--- config.mk ---
export PLATFORM = sky130hd
export DESIGN_NAME = math_seq
export DESIGN_NICKNAME = d
export VERILOG_FILES = /design/src/rtl/math_seq.sv
export SDC_FILE = /design/constraint.sdc
export NUM_CORES = 1
export LEC_CHECK = 0
export CORE_AREA = 3 3 157 159
export CTS_BUF_LIST = sky130_fd_sc_hd__clkbuf_16
export CTS_CLUSTER_DIAMETER = 40
export DETAILED_ROUTE_END_ITERATION = 8
export DIE_AREA = 0 0 160 162
export PLACE_DENSITY_LB_ADDON = 0.25
export SLEW_MARGIN = 15
export SYNTH_ARGS = -nofsm -noshare
export SYNTH_HDL_FRONTEND = slang
export SYNTH_SLANG_ARGS = --single-unit
--- constraint.sdc ---
create_clock -name clk -period 3.35 [get_ports clk]
set_clock_uncertainty 0.15 [all_clocks]
set_input_delay 0.335 -clock clk [delete_from_list [all_inputs] [get_ports clk]]
set_output_delay 0.335 -clock clk [all_outputs]
set_load 0.05 [all_outputs]
--- src/rtl/math_seq.sv ---
// ---------------------------------------------------------------------------
// math_seq -- command sequencer for a byte-serial math engine.
//
// Converts whole-word commands into per-cycle opcode/operand pairs for a
// registered math engine, which has two BITS-wide accumulators and returns
// the low byte of accum0.
//   LOAD0 : writes cmd_data into accum0 one byte at a time, MSB first.
//   READ0 : copies accum0 into accum1, reads it back byte by byte through
//           shifts, then restores accum0 from the copy.
//   RAW   : passes one opcode/operand pair straight through, except that
//           op 01 (output select) is replaced by NOP.
//   kind 3: reserved; accepted and issued as a NOP.
//
// Ports
//   clk, rst_n         clock; asynchronous active-low reset
//   cmd_valid/ready    command handshake (ready only in IDLE)
//   cmd_kind [1:0]     0=LOAD0 1=READ0 2=RAW 3=reserved
//   cmd_data [BITS]    LOAD0 value; for RAW [15:8]=op, [7:0]=data
//   rsp_valid/ready    READ0 result handshake
//   rsp_data [BITS]    READ0 result, held until the next READ0 overwrites it
//   m_op, m_data [8]   registered opcode/operand to the math engine
//   m_result [8]       engine low-byte result, one cycle behind m_op
//   busy               high whenever the FSM is not IDLE
// ---------------------------------------------------------------------------
module math_seq #(
    parameter int BITS = 64
) (
    input  logic            clk,
    input  logic            rst_n,
    input  logic            cmd_valid,
    output logic            cmd_ready,
    input  logic [1:0]      cmd_kind,
    input  logic [BITS-1:0] cmd_data,
    output logic            rsp_valid,
    input  logic            rsp_ready,
    output logic [BITS-1:0] rsp_data,
    output logic [7:0]      m_op,
    output logic [7:0]      m_data,
    input  logic [7:0]      m_result,
    output logic            busy
);

    localparam int unsigned NB = BITS / 8;
    localparam int unsigned CW = $clog2(NB) + 1;
    localparam logic [CW-1:0] LAST = CW'(NB - 1);

    localparam logic [7:0] OP_NOP   = 8'h00;
    localparam logic [7:0] OP_SEL   = 8'h01;
    localparam logic [7:0] OP_CLR1  = 8'h03;
    localparam logic [7:0] OP_LDLO  = 8'h04;
    localparam logic [7:0] OP_ADD   = 8'h09;
    localparam logic [7:0] OP_SHL0  = 8'h0A;
    localparam logic [7:0] OP_SHR1  = 8'h0D;

    typedef enum logic [1:0] {IDLE, LOAD, READ, WAIT_RSP} state_t;
    typedef enum logic [1:0] {RD_ADD, RD_SHIFT, RD_RESTORE, RD_DRAIN} rd_step_t;

    state_t          state, state_n;
    rd_step_t        rd_step, rd_step_n;
    logic [CW-1:0]   bcnt, bcnt_n;     // LOAD: bytes still to load; READ: shift index
    logic [CW-1:0]   cap_cnt;          // next rsp_data byte to capture
    logic            sh_next, sh_next_n;
    logic [BITS-1:0] ld_sr, ld_sr_n;   // remaining LOAD0 bytes, next one at the top
    logic [1:0]      pend;             // tracks shift ops through the engine latency
    logic            shift_issue;
    logic            last_capture;
    logic            rsp_valid_n;
    logic [7:0]      op_n, data_n;
    logic [15:0]     raw_word;
    logic            accept;

    assign cmd_ready    = (state == IDLE);
    assign busy         = (state != IDLE);
    assign accept       = cmd_valid && cmd_ready;
    assign raw_word     = 16'(cmd_data);
    assign last_capture = pend[1] && (cap_cnt == LAST);

    always_comb begin
        state_n     = state;
        rd_step_n   = rd_step;
        bcnt_n      = bcnt;
        sh_next_n   = sh_next;
        ld_sr_n     = ld_sr;
        shift_issue = 1'b0;
        rsp_valid_n = rsp_valid;
        op_n        = OP_NOP;
        data_n      = 8'h00;

        unique case (state)
            IDLE: begin
                if (accept) begin
                    unique case (cmd_kind)
                        2'd0: begin
                            op_n      = OP_LDLO;
                            data_n    = cmd_data[BITS-1 -: 8];
                            ld_sr_n   = cmd_data << 8;
                            bcnt_n    = LAST;
                            sh_next_n = 1'b1;
                            state_n   = LOAD;
                        end
                        2'd1: begin
                            op_n      = OP_CLR1;
                            bcnt_n    = '0;
                            rd_step_n = RD_ADD;
                            state_n   = READ;
                        end
                        2'd2: begin
                            op_n    = (raw_word[15:8] == OP_SEL) ? OP_NOP : raw_word[15:8];
                            data_n  = raw_word[7:0];
                            bcnt_n  = '0;
                            state_n = LOAD;
                        end
                        default: begin
                            bcnt_n  = '0;
                            state_n = LOAD;
                        end
                    endcase
                end
            end

            // Single-op commands (RAW, reserved) also pass through LOAD with
            // nothing left to load, so they return to IDLE one edge later.
            LOAD: begin
                if (bcnt == '0) begin
                    state_n = IDLE;
                end else if (sh_next) begin
                    op_n      = OP_SHL0;
                    data_n    = 8'h08;
                    sh_next_n = 1'b0;
                end else begin
                    op_n      = OP_LDLO;
                    data_n    = ld_sr[BITS-1 -: 8];
                    ld_sr_n   = ld_sr << 8;
                    bcnt_n    = bcnt - 1'b1;
                    sh_next_n = 1'b1;
                end
            end

            READ: begin
                unique case (rd_step)
                    RD_ADD: begin
                        op_n      = OP_ADD;
                        rd_step_n = RD_SHIFT;
                    end
                    RD_SHIFT: begin
                        op_n        = OP_SHR1;
                        data_n      = 8'({bcnt, 3'b000});
                        shift_issue = 1'b1;
                        bcnt_n      = bcnt + 1'b1;
                        if (bcnt == LAST) begin
                            rd_step_n = RD_RESTORE;
                        end
                    end
                    RD_RESTORE: begin
                        op_n      = OP_SHR1;
                        rd_step_n = RD_DRAIN;
                    end
                    default: begin
                        // The last byte lands on the same edge that raises rsp_valid.
                        if (last_capture) begin
                            state_n     = WAIT_RSP;
                            rsp_valid_n = 1'b1;
                        end
                    end
                endcase
            end

            default: begin
                if (rsp_ready) begin
                    rsp_valid_n = 1'b0;
                    state_n     = IDLE;
                end
            end
        endcase
    end

    always_ff @(posedge clk or negedge rst_n) begin
        if (!rst_n) begin
            state     <= IDLE;
            rd_step   <= RD_ADD;
            bcnt      <= '0;
            cap_cnt   <= '0;
            sh_next   <= 1'b0;
            ld_sr     <= '0;
            pend      <= '0;
            rsp_valid <= 1'b0;
            rsp_data  <= '0;
            m_op      <= OP_NOP;
            m_data    <= 8'h00;
        end else begin
            state     <= state_n;
            rd_step   <= rd_step_n;
            bcnt      <= bcnt_n;
            sh_next   <= sh_next_n;
            ld_sr     <= ld_sr_n;
            pend      <= {pend[0], shift_issue};
            rsp_valid <= rsp_valid_n;
            m_op      <= op_n;
            m_data    <= data_n;
            // A shift issued at edge n shows its byte on m_result after edge
            // n+1, so it is captured at edge n+2.
            if (pend[1]) begin
                cap_cnt <= (cap_cnt == LAST) ? '0 : cap_cnt + 1'b1;
                for (int unsigned i = 0; i < NB; i++) begin
                    if (cap_cnt == CW'(i)) begin
                        rsp_data[8*i +: 8] <= m_result;
                    end
                end
            end
        end
    end

endmodule

# Word level (Yosys, flattened, before mapping)
# Index checks and enable logic that the tools add are counted.
totals:
  ff_bits: 160
  input_bits: 78
  out_inout_bits: 83
  word_cells: 126
classes:
  addsub: 3
  n_eq_ne: 26
  n_mux: 48
  bitwise: 1
  reduce_logical: 30
ops:
  columns: ["op", "count"]
  rows:
  - ["2-to-1 mux 64 bit", 4]
  - ["case mux 64 bit (2 select lines)", 1]
  - ["case mux 8 bit (3 select lines)", 3]
  - ["2-to-1 mux 8 bit", 5]
  - ["2-to-1 mux 4 bit", 7]
  - ["== test 4 x 3 -> 1 bit (second input constant)", 5]
  - ["AND reduction 5 bit", 4]
  - ["2-to-1 mux 2 bit", 9]
  - ["case mux 8 bit (2 select lines)", 1]
  - ["AND reduction 2 bit", 8]
  - ["case mux 2 bit (3 select lines)", 2]
  - ["case mux 4 bit (3 select lines)", 1]
  - ["inequality test 2 bit (second input constant)", 5]
  - ["2-to-1 mux 1 bit", 9]
  - ["adder 4 x 1 -> 4 bit (second input constant)", 2]
  - ["== test 4 x 2 -> 1 bit (second input constant)", 2]
  - ["== test 8 x 1 -> 1 bit (second input constant)", 1]
  - ["zero test 4 bit", 2]
  - ["inequality test 2 x 1 -> 1 bit (second input constant)", 4]
  - ["case mux 4 bit (2 select lines)", 1]
  - ["AND reduction 4 bit", 2]
  - ["nonzero test 2 bit", 4]
  - ["2-to-1 mux 7 bit", 1]
  - ["== test 2 x 1 -> 1 bit (second input constant)", 3]
  - ["15 further kinds", 22]

# Depth between registers and ports, before layout
# Gate-level depths: netlist of run 1.
logic_depth:
  ltp_word: 5
  mapped_depth: 9
  depth_no_buf: 8

# Least setup slack after synthesis of run 1
# OpenSTA, ideal clock, no wires.
synth_timing:
  kind: "reg-to-reg"
  start: "register state[0]"
  end: "register bcnt[3]"
  setup_time_ns: 0.132
  arrival_time_ns: 1.996
  required_time_ns: 3.068
  setup_slack_ns: 1.072
  stages_incl_launch_ff: 10
  n_path_buf: 1
  synth_period_minus_slack_ns: 2.278
  path_cell_list: "dfrtp_1 inv_1 ha_1 buf_2 inv_1 ha_1 nand3_1 and3_1 o2111ai_1 or3b_1"
synth_via:
  elab_chain_cells: 4
  word_cells_on_any_way: 11
  classes_between: "6 x eq/ne; 1 x mux; 4 x reduce/logical"
synth_rtl:
  columns: ["element", "line_no", "rtl"]
  rows:
  - ["from (decl)", "58", "state_t state, state_n;"]
  - ["from (signal assigned)", "191", "state <= state_n;"]
  - ["zero test 2 bit", "72, 89", null]
  - ["logical AND 1 bit", "74", "assign accept = cmd_valid && cmd_ready;"]
  - ["inequality test 2 x 1 -> 1 bit (no source line)", null, null]
  - ["AND reduction 5 bit (no source line)", null, null]
  - ["to (signal assigned)", "193", "bcnt <= bcnt_n;"]
  - ["to (decl)", "60", "logic [CW-1:0] bcnt, bcnt_n;"]
# Several ways; a longest one is shown, not always the timed one.
# A chain may end at the register's enable or synchronous reset.

# Worst setup path after layout of run 1
layout_timing:
  start: "register state[1]"
  end: "output cmd_ready"
layout_via:
  elab_chain_cells: 1
layout_rtl:
  columns: ["element", "line_no", "rtl"]
  rows:
  - ["zero test 2 bit", "72", "assign cmd_ready = (state == IDLE);"]
  - ["to (decl)", "31", "output logic cmd_ready,"]
# No other way between the ends.

==> results of run 1 <==
-- per-layer routing --
metal	global-route usage (%)	part of all wire [%]	up-vias
met5	0	0.12	-
met4	4.50	1.4	4
met3	3.98	6.3	23
met2	23.0	46	202
met1	20.3	46	2579
li1	-	-	2373
-- critical path: cells and delay by family (launching register included) --
kind | cells | cell delay (ns)
buffers and inverters | 2 | 1.01
flip-flops | 1 | 0.43
adder cells (fa/ha/maj) | 1 | 0.52
-- synth_stat cells, drive strengths merged, types with 2 or more instances --
cell type / instances / share of area (%)
dfrtp: 152 / 55
nand3: 3 / 0.22
o21bai: 2 / 0.22
o21ai: 6 / 0.65
mux2i: 49 / 7.0
nor2b: 4 / 0.36
nand2b: 3 / 0.27
ha: 14 / 2.5
clkbuf: 3 / 0.16
nor2: 16 / 0.86
a21oi: 65 / 5.0
a22o: 8 / 1.0
nand3b: 3 / 0.32
and3b: 2 / 0.25
nor3b: 2 / 0.22
a31oi: 50 / 4.5
inv: 9 / 0.48
a222oi: 8 / 1.1
and2: 9 / 0.81
buf: 36 / 3.6
xnor2: 2 / 0.25
nand4: 2 / 0.18
mux2: 66 / 11
nor4: 2 / 0.40
nor3: 7 / 0.57
nand2: 19 / 1.1
-- flip-flops by register name (all words and copies together), names as in the netlist --
register / cells
rsp_data: 64
ld_sr: 56
m_data: 8
m_op: 8
bcnt: 4
cap_cnt: 4
pend: 2
rd_step: 2
state: 2
rsp_valid: 1
sh_next: 1
-- layout make-up --
type,count,area (sq um),area share [%]
Clock inverter,15,154,1.64
Clock buffer,17,425,4.53
Sequential cell,152,3800,40.5
Timing Repair Buffer,167,1700,18.1
Inverter,9,33.8,0.360
Multi-Input combinational cell,360,2870,30.6
Tap cell,319,399,4.25
-- power by group --
| group | switching (uW) | internal [uW] | leakage [uW] |
|---|---|---|---|
| clock | 771 | 1100 | 0.000282 |
| combinational | 2820 | 1760 | 0.00173 |
| sequential | 519 | 2560 | 0.00184 |
| total | 4110 | 5420 | 0.00386 |
-- through the flow --
stage / power, uW / std cells
2_1_floorplan: 6400 / 560
3_3_place_gp: 7570 / 1006
3_5_place_dp: 7710 / 1006
4_1_cts: 9620 / 1039
5_1_grt: 10100 / 1039
6_report: 9530 / 1039
-- worst max path at each step --
stage	start	endpoint	slack, ns	cells after the start
final	state[1]	cmd_ready	0.49	3
after floorplan	state[0]	bcnt[3]	1.07	9
after global routing	state[0]	cmd_ready	0.38	3
after CTS	state[0]	cmd_ready	0.49	3
after detailed placement	state[0]	bcnt[3]	0.74	8
after global placement	cmd_kind[0]	ld_sr[16]	0.91	6
-- cells by family (layout without fill, tap and decap cells) --
kind of cell             after synthesis  in the layout  share of synthesized area (%)
flip-flops                           152            152                           54.6
adder cells (fa/ha/maj)               15             15                           2.80
AND/OR/NAND/NOR                       77             77                           6.11
XOR/XNOR                               2              2                          0.252
buffers and inverters                 48            208                           4.29
multiplexers                         115            115                           17.7
AO/OA/AOI/OAI                        151            151                           14.2
==> reports/qor_table.md, run 1 <==
| Item | Reported |
|---|---|
| Synth warnings | 0 |
| Peak supply drop | 412 uV |
| FFs w/ async S/R, synth | 100% |
| Number of iterations in the first detailed-routing pass | 5 |
| Routability congestion estimate from global placement | 0.788 |
| Most common cell after layout, fill and taps aside | clkdlybuf4s50_1 |
| X dimension of the die | 160 um |
| ANT nets after route | 0 |
| Setup crit start kind | flop |
| Chain of cells forming the critical path | inv_1 -> ha_1 -> clkdlybuf4s50_1 |
| # clock sinks | 152 |
| Area overhead of the layout relative to synthesis | 34.7% |
| Count of mapped cells out of synthesis | 560 |
| Leakage power of the design | 0.00386 uW |
| Wire length of the first global-routing pass | 30300 um |
| Ports | 161 |
| Number of buffers added for setup after CTS | 0 |
| Count of input and output buffers | 160 |
| Clock latency at the later pin of the worst-skew pair | 0.41 ns |
| Cell Rows | 56 |
| Worst hold slack | 0.198 ns |
| Post-route standard cell area excluding fillers | 0.00938 sq mm |
| Number of hold violations in the final report | 0 |
| Predominant post-synthesis flop cell | dfrtp_1 |
| Routed length per placed instance | 18.1 um |
| Number of levels the H-tree was split into | 4 |
| Maximum capacitance violations | 0 |
| Final total negative setup slack | 0 ns |
| Pwr dens | 1020 mW/mm^2 |
| Clock period minus worst slack | 2.86 ns |
| Number of instances on the worst hold path | 0 |
| Largest stage delay, worst path | 0.91 ns |
| Most frequent cells in the layout | clkdlybuf4s50_1 (159), dfrtp_1 (152), mux2_2 (66), a21oi_1 (58), a31oi_1 (50) |
| Transition time at the pin with the least slew margin | 0.882 ns |
| Post-synth EDFFs | 0 |
| Clock transition at the registers of the reported paths | 0.06 ns |
| Startpoint of the tightest hold check path | pend[0] |
| Post-route core utilization | 40.1% |
| Number of global-route vias before repair | 5332 |
| Post-Synthesis Net Count | 653 |
| Core outline area | 0.0234 sq mm |
| Number of hold buffers added after cts | 1 |
| Clock buffer count from CTS | 17 |
| Maximum buffer depth of the clock tree | 2 |
| Fill cell instance count of the final layout | 2272 |
| Share of the clock period used by the worst path after layout | 85.4% |
| Cell Area, Placed | 0.00879 sq mm |
| Sum of net half-perimeters after detailed placement | 13800 um |
| Root cell of the clock tree | clkbuf_16 |
| Number of gates resized after CTS | 0 |
| Run status | finished, final reports clean |
| Aggregate global-route resource usage | 14.8% |
| Sequential-to-total area share from yosys stat | 54.6% |
| Post-synth cell types | 52 |
| Wirelength, routed | 18800 um |
| Maximum net fanout on the critical path | 13 |
| Data required time of the worst path | 2.86 ns |
| CTS tree | built |
| DRC errors left | 0 |
| Unrepaired setup endpoints after global routing | false |
| Overall overflow remaining after global route | 0 |
| Area of the die | 0.0259 sq mm |
| Initial Utilization | 29.8% |
| Slack of the critical path | 0.490 ns |
| Post-place setup slack | 0.739 ns |
| Synth Register Bits | 152 |
| Average footprint of a synthesized cell | 12.4 sq um |
| Initial antenna violation count | 2 |
| Achievable frequency | 350 MHz |
| Post-layout net count | 800 |
| Critical register-to-register path startpoint | state[0] |
| Slowest stage cell on the critical path | clkdlybuf4s50_1 |
| End point of the worst hold path | pend[1] |
| Crit end category | output pin |
| Via count of the routed design | 5181 |
| Layout cell share with drive strength beyond 1 | 16.3% |
| Relative slew slack | 41.2% |
| Worst Path Arrival | 2.37 ns |
| Mapped Area | 0.00697 sq mm |
| First DRT Iteration DRCs | 317 |
| Critical path type | flop to output pin |
| Antenna cells | 0 |
| Reg-to-reg critical path endpoint | bcnt[3] |
| Worst min-delay path category | flop to flop |
| Via-to-Cell Ratio | 4.99 |
| Floorplan die height | 162 um |
| Register-to-register setup slack | 0.70 ns |
| Setup Viol. Count Final | 0 |
| Slew Limit Fails | 0 |
| Maximum number of pins on one net before global-route repair | 92 |
| Worst Reg-to-Reg Cells | 8 |
Note: power is estimated with default switching activity, not from simulation.
==> inputs of run 2 (changes only) <==
--- a/config.mk
+++ b/config.mk
@@ -12,3 +12,3 @@
 export DIE_AREA = 0 0 160 162
-export PLACE_DENSITY_LB_ADDON = 0.25
+export PLACE_DENSITY = 0.51
 export SLEW_MARGIN = 15
--- a/constraint.sdc
+++ b/constraint.sdc
@@ -4,2 +4,2 @@
 set_output_delay 0.335 -clock clk [all_outputs]
-set_load 0.05 [all_outputs]
+set_load 0.01 [all_outputs]
==> run 2 against run 1 <==
Net effect: global-route usage hardly changed; flip-flop and latch count stayed put; cell area is 0.31% higher.
==> reports/qor_table.md, run 2 (synthesis gave the netlist of run 1 again) <==
| Item | Reported | Delta |
|---|---|---|
| Cell Rows | 56 | unchanged |
| Critical path type | flop to flop | was flop to output pin |
| Ports | 161 | unchanged |
| Via count of the routed design | 5141 | was 5181 |
| Cell Area, Placed | 0.00880 sq mm | was 0.00879 sq mm |
| Wirelength, routed | 19300 um | was 18800 um |
| Number of hold violations in the final report | 0 | unchanged |
| Sum of net half-perimeters after detailed placement | 14100 um | was 13800 um |
| Crit end category | flop | was output pin |
| Routed length per placed instance | 18.5 um | was 18.1 um |
| Slew Limit Fails | 0 | unchanged |
| Post-route standard cell area excluding fillers | 0.00941 sq mm | was 0.00938 sq mm |
| Most common cell after layout, fill and taps aside | clkdlybuf4s50_1 | unchanged |
| Setup crit start kind | flop | unchanged |
| Critical register-to-register path startpoint | state[0] | unchanged |
| Maximum capacitance violations | 0 | unchanged |
| Largest stage delay, worst path | 0.43 ns | was 0.91 ns |
| Final total negative setup slack | 0 ns | unchanged |
| Layout cell share with drive strength beyond 1 | 16.9% | was 16.3% |
| Area of the die | 0.0259 sq mm | unchanged |
| Post-place setup slack | 0.737 ns | was 0.739 ns |
| ANT nets after route | 0 | unchanged |
| Root cell of the clock tree | clkbuf_16 | unchanged |
| DRC errors left | 0 | unchanged |
| Routability congestion estimate from global placement | 0.798 | was 0.788 |
| Destination of the critical timing path | bcnt[3] | was cmd_ready |
| Reg-to-reg critical path endpoint | bcnt[3] | unchanged |
| CP Buf/Inv Count | 2 | unchanged |
| Worst Path Arrival | 2.80 ns | was 2.37 ns |
| Run status | finished, final reports clean | unchanged |
| Post-route core utilization | 40.2% | was 40.1% |
| Initial Utilization | 29.8% | unchanged |
| Worst hold slack | 0.198 ns | about the same |
| Clock latency at the later pin of the worst-skew pair | 0.42 ns | was 0.41 ns |
| Area occupied by registers | 0.00380 sq mm | unchanged |
| Core outline area | 0.0234 sq mm | unchanged |
| Relative slew slack | 34.1% | was 41.2% |
| Levels on crit path | 8 | was 3 |
| Aggregate global-route resource usage | 14.8% | about the same |
| Via-to-Cell Ratio | 4.93 | was 4.99 |
| Chain of cells forming the critical path | inv_1 -> ha_1 -> inv_1 -> ha_1 -> nand3_1 -> and3_1 -> o2111ai_1 -> or3b_1 | was inv_1 -> ha_1 -> clkdlybuf4s50_1 |
| Maximum number of pins on one net before global-route repair | 107 | was 92 |
| # clock sinks | 152 | unchanged |
| Maximum buffer depth of the clock tree | 2 | unchanged |
| Number of global-route vias before repair | 5238 | was 5332 |
| Wire length of the first global-routing pass | 30000 um | was 30300 um |
| Clock transition at the registers of the reported paths | 0.06 ns | about the same |
| Setup Viol. Count Final | 0 | unchanged |
| CTS tree | built | unchanged |
| Floorplan die height | 162 um | unchanged |
| Area occupied by multi-input gates | 0.00287 sq mm | unchanged |
| Worst Reg-to-Reg Cells | 8 | unchanged |
| Register-to-register setup slack | 0.70 ns | about the same |
| Leakage power of the design | 0.00388 uW | was 0.00386 uW |
| Number of flip-flops in the largest register | 64 | unchanged |
| Achievable frequency | 377 MHz | was 350 MHz |
| Fill cell instance count of the final layout | 2261 | was 2272 |
| Register ranked first by flip-flop count | rsp_data | unchanged |
| Count of input and output buffers | 160 | unchanged |
| X dimension of the die | 160 um | unchanged |
| Most frequent cells in the layout | clkdlybuf4s50_1 (159), dfrtp_1 (152), mux2_2 (66), a21oi_1 (58), a31oi_1 (50) | unchanged |
| Worst Setup SP | state[0] | was state[1] |
| Slowest stage cell on the critical path | dfrtp_1 | was clkdlybuf4s50_1 |
| Slack of the critical path | 0.699 ns | was 0.490 ns |
| Number of gates resized after CTS | 0 | unchanged |
| First DRT Iteration DRCs | 266 | was 317 |
| Worst path top cell family by delay | adder cells | was buffers and inverters |
| Clock buffer count from CTS | 17 | unchanged |
| Pwr dens | 922 mW/mm^2 | was 1020 mW/mm^2 |
| Number of iterations in the first detailed-routing pass | 5 | unchanged |
| Data required time of the worst path | 3.50 ns | was 2.86 ns |
| Clock period minus worst slack | 2.65 ns | was 2.86 ns |
| Transition time at the pin with the least slew margin | 0.988 ns | was 0.882 ns |
| Post-layout net count | 802 | was 800 |
| Maximum net fanout on the critical path | 12 | was 13 |
| Initial antenna violation count | 1 | was 2 |
| Area overhead of the layout relative to synthesis | 35.1% | was 34.7% |
| Overall overflow remaining after global route | 0 | unchanged |
| Peak supply drop | 363 uV | was 412 uV |
| Largest registers | rsp_data: 64 flops, ld_sr: 56 flops | unchanged |
| Number of levels the H-tree was split into | 4 | unchanged |
| Worst min-delay path category | flop to flop | unchanged |
| Share of the clock period used by the worst path after layout | 79.1% | was 85.4% |
| Unrepaired setup endpoints after global routing | false | unchanged |
## run 2: changes by cell type in the layout (fill, tap and decap cells not counted), moves of 2 or more
cell	delta
inv_8	+2
inv_1	-2
inv_6	+4
buf_4	+3
clkinvlp_4	-3
## run 2: layout make-up
| class | instances | share of cell area [%] |
|---|---|---|
| well taps | 319 | 4.24 |
| repair buffers | 169 | 18.0 |
| flip-flops and latches | 152 | 40.4 |
| multi-input cells | 360 | 30.5 |
| clock inverters | 15 | 1.89 |
| inverters | 9 | 0.359 |
| diodes | 1 | 0.0266 |
| clock buffers | 17 | 4.52 |
## run 2: per-stage QoR
step	std cells	total power (uW)
after floorplan	560	5430
after global placement	1008	6620
after detailed placement	1008	6750
after CTS	1041	8770
after global routing	1041	9240
final	1042	8680
## run 2: report_power, final
group          switching, uW  total [uW]  leakage [uW]  internal [uW]
clock network            853        1980      0.000299           1130
logic                   1850        3620       0.00174           1770
registers                514        3080       0.00184           2560
total                   3220        8680       0.00388           5460
## run 2: worst min-delay path by stage
stage          depth (start not counted)  slack [ns]    start       to
2_1_floorplan                          0       -0.11    rst_n  bcnt[0]
3_3_place_gp                           0        0.18  pend[0]  pend[1]
3_5_place_dp                           0        0.19  pend[0]  pend[1]
4_1_cts                                0        0.20  pend[0]  pend[1]
5_1_grt                                0        0.20  pend[0]  pend[1]
6_report                               0        0.20  pend[0]  pend[1]
## run 2: per-layer routing
layer,global-route usage [%],routed length [um],vias to the layer above
met5,0,11,-
li1,-,-,2390
met4,3.94,197,2
met3,4.59,1280,17
met1,20.5,9260,2530
met2,22.6,8510,202
## run 2: timing repair
action,in CTS,in global routing
hold buffers,1,0
endpoints found under the setup margin,0,0
setup buffers,0,0
hold endpoints to repair,103,0
==> inputs of run 3 (changes only) <==
clock period = 2.6 ns   (was 3.35 ns; I/O delays follow)
==> run 3 against run 2 <==
Net effect: combinational power rose by 30%; core utilization rose by 0.26 points; clock power is 27% higher; first-iteration DRC count increased by 16%; sequential power up 29%; die area stayed put; non-clock buffer count grew 4; final cell count rose by 0.38%; register-to-register slack worse by 0.41 ns; routed wire length decreased by 0.38%; cell area up 0.64%.
==> reports/qor_table.md, run 3 (synthesis gave the netlist of run 1 again) <==
| Item | Reported | Delta |
|---|---|---|
| Most frequent cells in the layout | clkdlybuf4s50_1 (159), dfrtp_1 (152), mux2_2 (66), a21oi_1 (58), a31oi_1 (50) | unchanged |
| Achievable frequency | 407 MHz |  |
| Worst min-delay path category | flop to flop | unchanged |
| Floorplan die height | 162 um | unchanged |
| Run status | finished, final reports clean | unchanged |
| DRC errors left | 0 | unchanged |
| Internal portion of total power | 7070 uW | was 5460 uW |
| Leakage power of the design | 0.00390 uW | was 0.00388 uW |
| Via count of the routed design | 5138 | was 5141 |
| Via-to-Cell Ratio | 4.91 | was 4.93 |
| Critical path type | flop to output pin | was flop to flop |
| Maximum net fanout on the critical path | 9 | was 12 |
| Area overhead of the layout relative to synthesis | 36.0% | was 35.1% |
| CP Buf/Inv Count | 4 | was 2 |
| Maximum buffer depth of the clock tree | 2 | unchanged |
| Routed length per placed instance | 18.3 um | was 18.5 um |
| Cell Rows | 56 | unchanged |
| Initial antenna violation count | 0 | was 1 |
| Share of total power in sequential cells | 35.6% | was 35.4% |
| X dimension of the die | 160 um | unchanged |
| Clock buffer count from CTS | 17 | unchanged |
| Relative contribution of the clock network to total power | 22.5% | was 22.8% |
| Area of the die | 0.0259 sq mm | unchanged |
| Number of gates resized after CTS | 0 | unchanged |
| Switching Power | 4120 uW | was 3220 uW |
| Ports | 161 | unchanged |
| # clock sinks | 152 | unchanged |
| Maximum number of pins on one net before global-route repair | 66 | was 107 |
| ANT nets after route | 0 | unchanged |
| Relative slew slack | 58.3% | was 34.1% |
| CTS tree | built | unchanged |
| Layout cell share with drive strength beyond 1 | 17.2% | was 16.9% |
| Register ranked first by flip-flop count | rsp_data | unchanged |
| Initial Utilization | 29.8% | unchanged |
| Aggregate global-route resource usage | 15.0% | was 14.8% |
| Number of global-route vias before repair | 5359 | was 5238 |
| Setup crit start kind | flop | unchanged |
| Root cell of the clock tree | clkbuf_16 | unchanged |
| Slowest stage cell on the critical path | clkdlybuf4s50_1 | was dfrtp_1 |
| Clock latency at the later pin of the worst-skew pair | 0.42 ns | about the same |
| Number of hold violations in the final report | 0 | unchanged |
| Overall overflow remaining after global route | 0 | unchanged |
| Wirelength, routed | 19200 um | was 19300 um |
| Worst path top cell family by delay | buffers and inverters | was adder cells |
| Routability congestion estimate from global placement | 0.833 | was 0.798 |
| Count of input and output buffers | 160 | unchanged |
| Largest stage delay, worst path | 0.54 ns | was 0.43 ns |
| Number of flip-flops in the largest register | 64 | unchanged |
| Transition time at the pin with the least slew margin | 0.625 ns | was 0.988 ns |
| Data required time of the worst path | 2.19 ns | was 3.50 ns |
| Number of levels the H-tree was split into | 4 | unchanged |
| Clock transition at the registers of the reported paths | 0.07 ns | was 0.06 ns |
| Clock period minus worst slack | 2.46 ns |  |
| Post-route standard cell area excluding fillers | 0.00947 sq mm | was 0.00941 sq mm |
| Setup Viol. Count Final | 0 | unchanged |
| Wire length of the first global-routing pass | 30600 um | was 30000 um |
| First DRT Iteration DRCs | 308 | was 266 |
| Chain of cells forming the critical path | inv_1 -> ha_1 -> buf_4 -> inv_1 -> clkdlybuf4s50_1 | was inv_1 -> ha_1 -> inv_1 -> ha_1 -> nand3_1 -> and3_1 -> o2111ai_1 -> or3b_1 |
| Slew Limit Fails | 0 | unchanged |
| Pwr dens | 1180 mW/mm^2 | was 922 mW/mm^2 |
| Core outline area | 0.0234 sq mm | unchanged |
| Fraction of power spent switching nets | 36.8% | was 37.1% |
| Number of iterations in the first detailed-routing pass | 6 | was 5 |
| Unrepaired setup endpoints after global routing | false | unchanged |
| Cell Area, Placed | 0.00886 sq mm | was 0.00880 sq mm |
| Largest registers | rsp_data: 64 flops, ld_sr: 56 flops | unchanged |
| Crit end category | output pin | was flop |
| Combinational power share | 42.0% | was 41.7% |
| Final total negative setup slack | 0 ns | unchanged |
| Maximum capacitance violations | 0 | unchanged |
| Peak supply drop | 615 uV | was 363 uV |
| Worst Path Arrival | 2.05 ns | was 2.80 ns |
| Cell repeated most along the worst path | inv_1 |  |
| Share of the clock period used by the worst path after layout | 94.5% |  |
| Post-layout net count | 806 | was 802 |
| Sum of net half-perimeters after detailed placement | 14000 um | was 14100 um |
| Most common cell after layout, fill and taps aside | clkdlybuf4s50_1 | unchanged |
==> run 3: changes by cell type in the layout (fill, tap and decap cells not counted) <==
cell	previous run	this run
buf_12	2	5
clkinv_1	0	1
clkinv_4	3	4
clkinvlp_4	0	2
inv_6	6	2
buf_4	6	7
==> run 3: per-layer routing <==
| metal | global-route usage [%] | up-vias | routed length, um |
|---|---|---|---|
| met2 | 23.3 | 196 | 8750 |
| li1 | - | 2389 | - |
| met5 | 0 | - | 0 |
| met3 | 4.44 | 19 | 1290 |
| met1 | 20.7 | 2534 | 8940 |
| met4 | 3.55 | 0 | 199 |
==> run 3: path summary, 6_finish.rpt <==
| check | startpoint | endpoint | slack, ns | cells after the start |
|---|---|---|---|---|
| max | state[0] | busy | 0.14 | 5 |
| min | pend[0] | pend[1] | 0.20 | 0 |
| max reg2reg | state[0] | ld_sr[49] | 0.29 | 7 |
| min reg2reg | pend[0] | pend[1] | 0.20 | 0 |
| max in group asynchronous | rst_n | rsp_data[50] | 1.34 | 3 |
| min in group asynchronous | rst_n | rsp_data[13] | 0.26 | 2 |
==> run 3: power by group through the flow <==
stage                     Combinational [uW]  Sequential (uW)  Clock [uW]
after detailed placement                4700             4020           0
after global placement                  4580             4000           0
after floorplan                         3010             3990           0
after global routing                    5160             4100        2690
after CTS                               4720             3980        2580
final                                   4690             3980        2520
==> run 3: repair_timing <==
item                      4_1_cts  5_1_grt
setup buffers                   0        0
hold buffers                    1        0
hold endpoints to repair       63        0
==> run 3: area by class of cell <==
class / instances / area (sq um)
antenna: 1 / 2.50
inverter: 9 / 33.8
clock inverter: 15 / 170
sequential: 152 / 3800
tap: 319 / 399
fill: 2275 / 13900
clock buffer: 17 / 425
multi-input combinational: 360 / 2870
timing repair buffer: 173 / 1770
==> run 3: per-stage QoR <==
step	power (uW)	worst slack [ns]	utilization (%)	hold slack (ns)	instances
final	11200	0.142	40.5	0.201	1046
after global routing	12000	0.0261	40.5	0.212	1045
after CTS	11300	0.108	40.5	0.205	1045
after detailed placement	8720	0.331	37.9	0.162	1012
after global placement	8580	0.423	37.9	0.149	1012
after floorplan	7000	0.322	-	-0.186	560
==> run 3: worst register-to-register path, delay by kind of cell (launching register included) <==
family | cells | cell delay [ns]
AO/OA/AOI/OAI | 3 | 0.55
buffers and inverters | 2 | 0.46
flip-flops | 1 | 0.41
adder cells (fa/ha/maj) | 1 | 0.33
AND/OR/NAND/NOR | 1 | 0.32
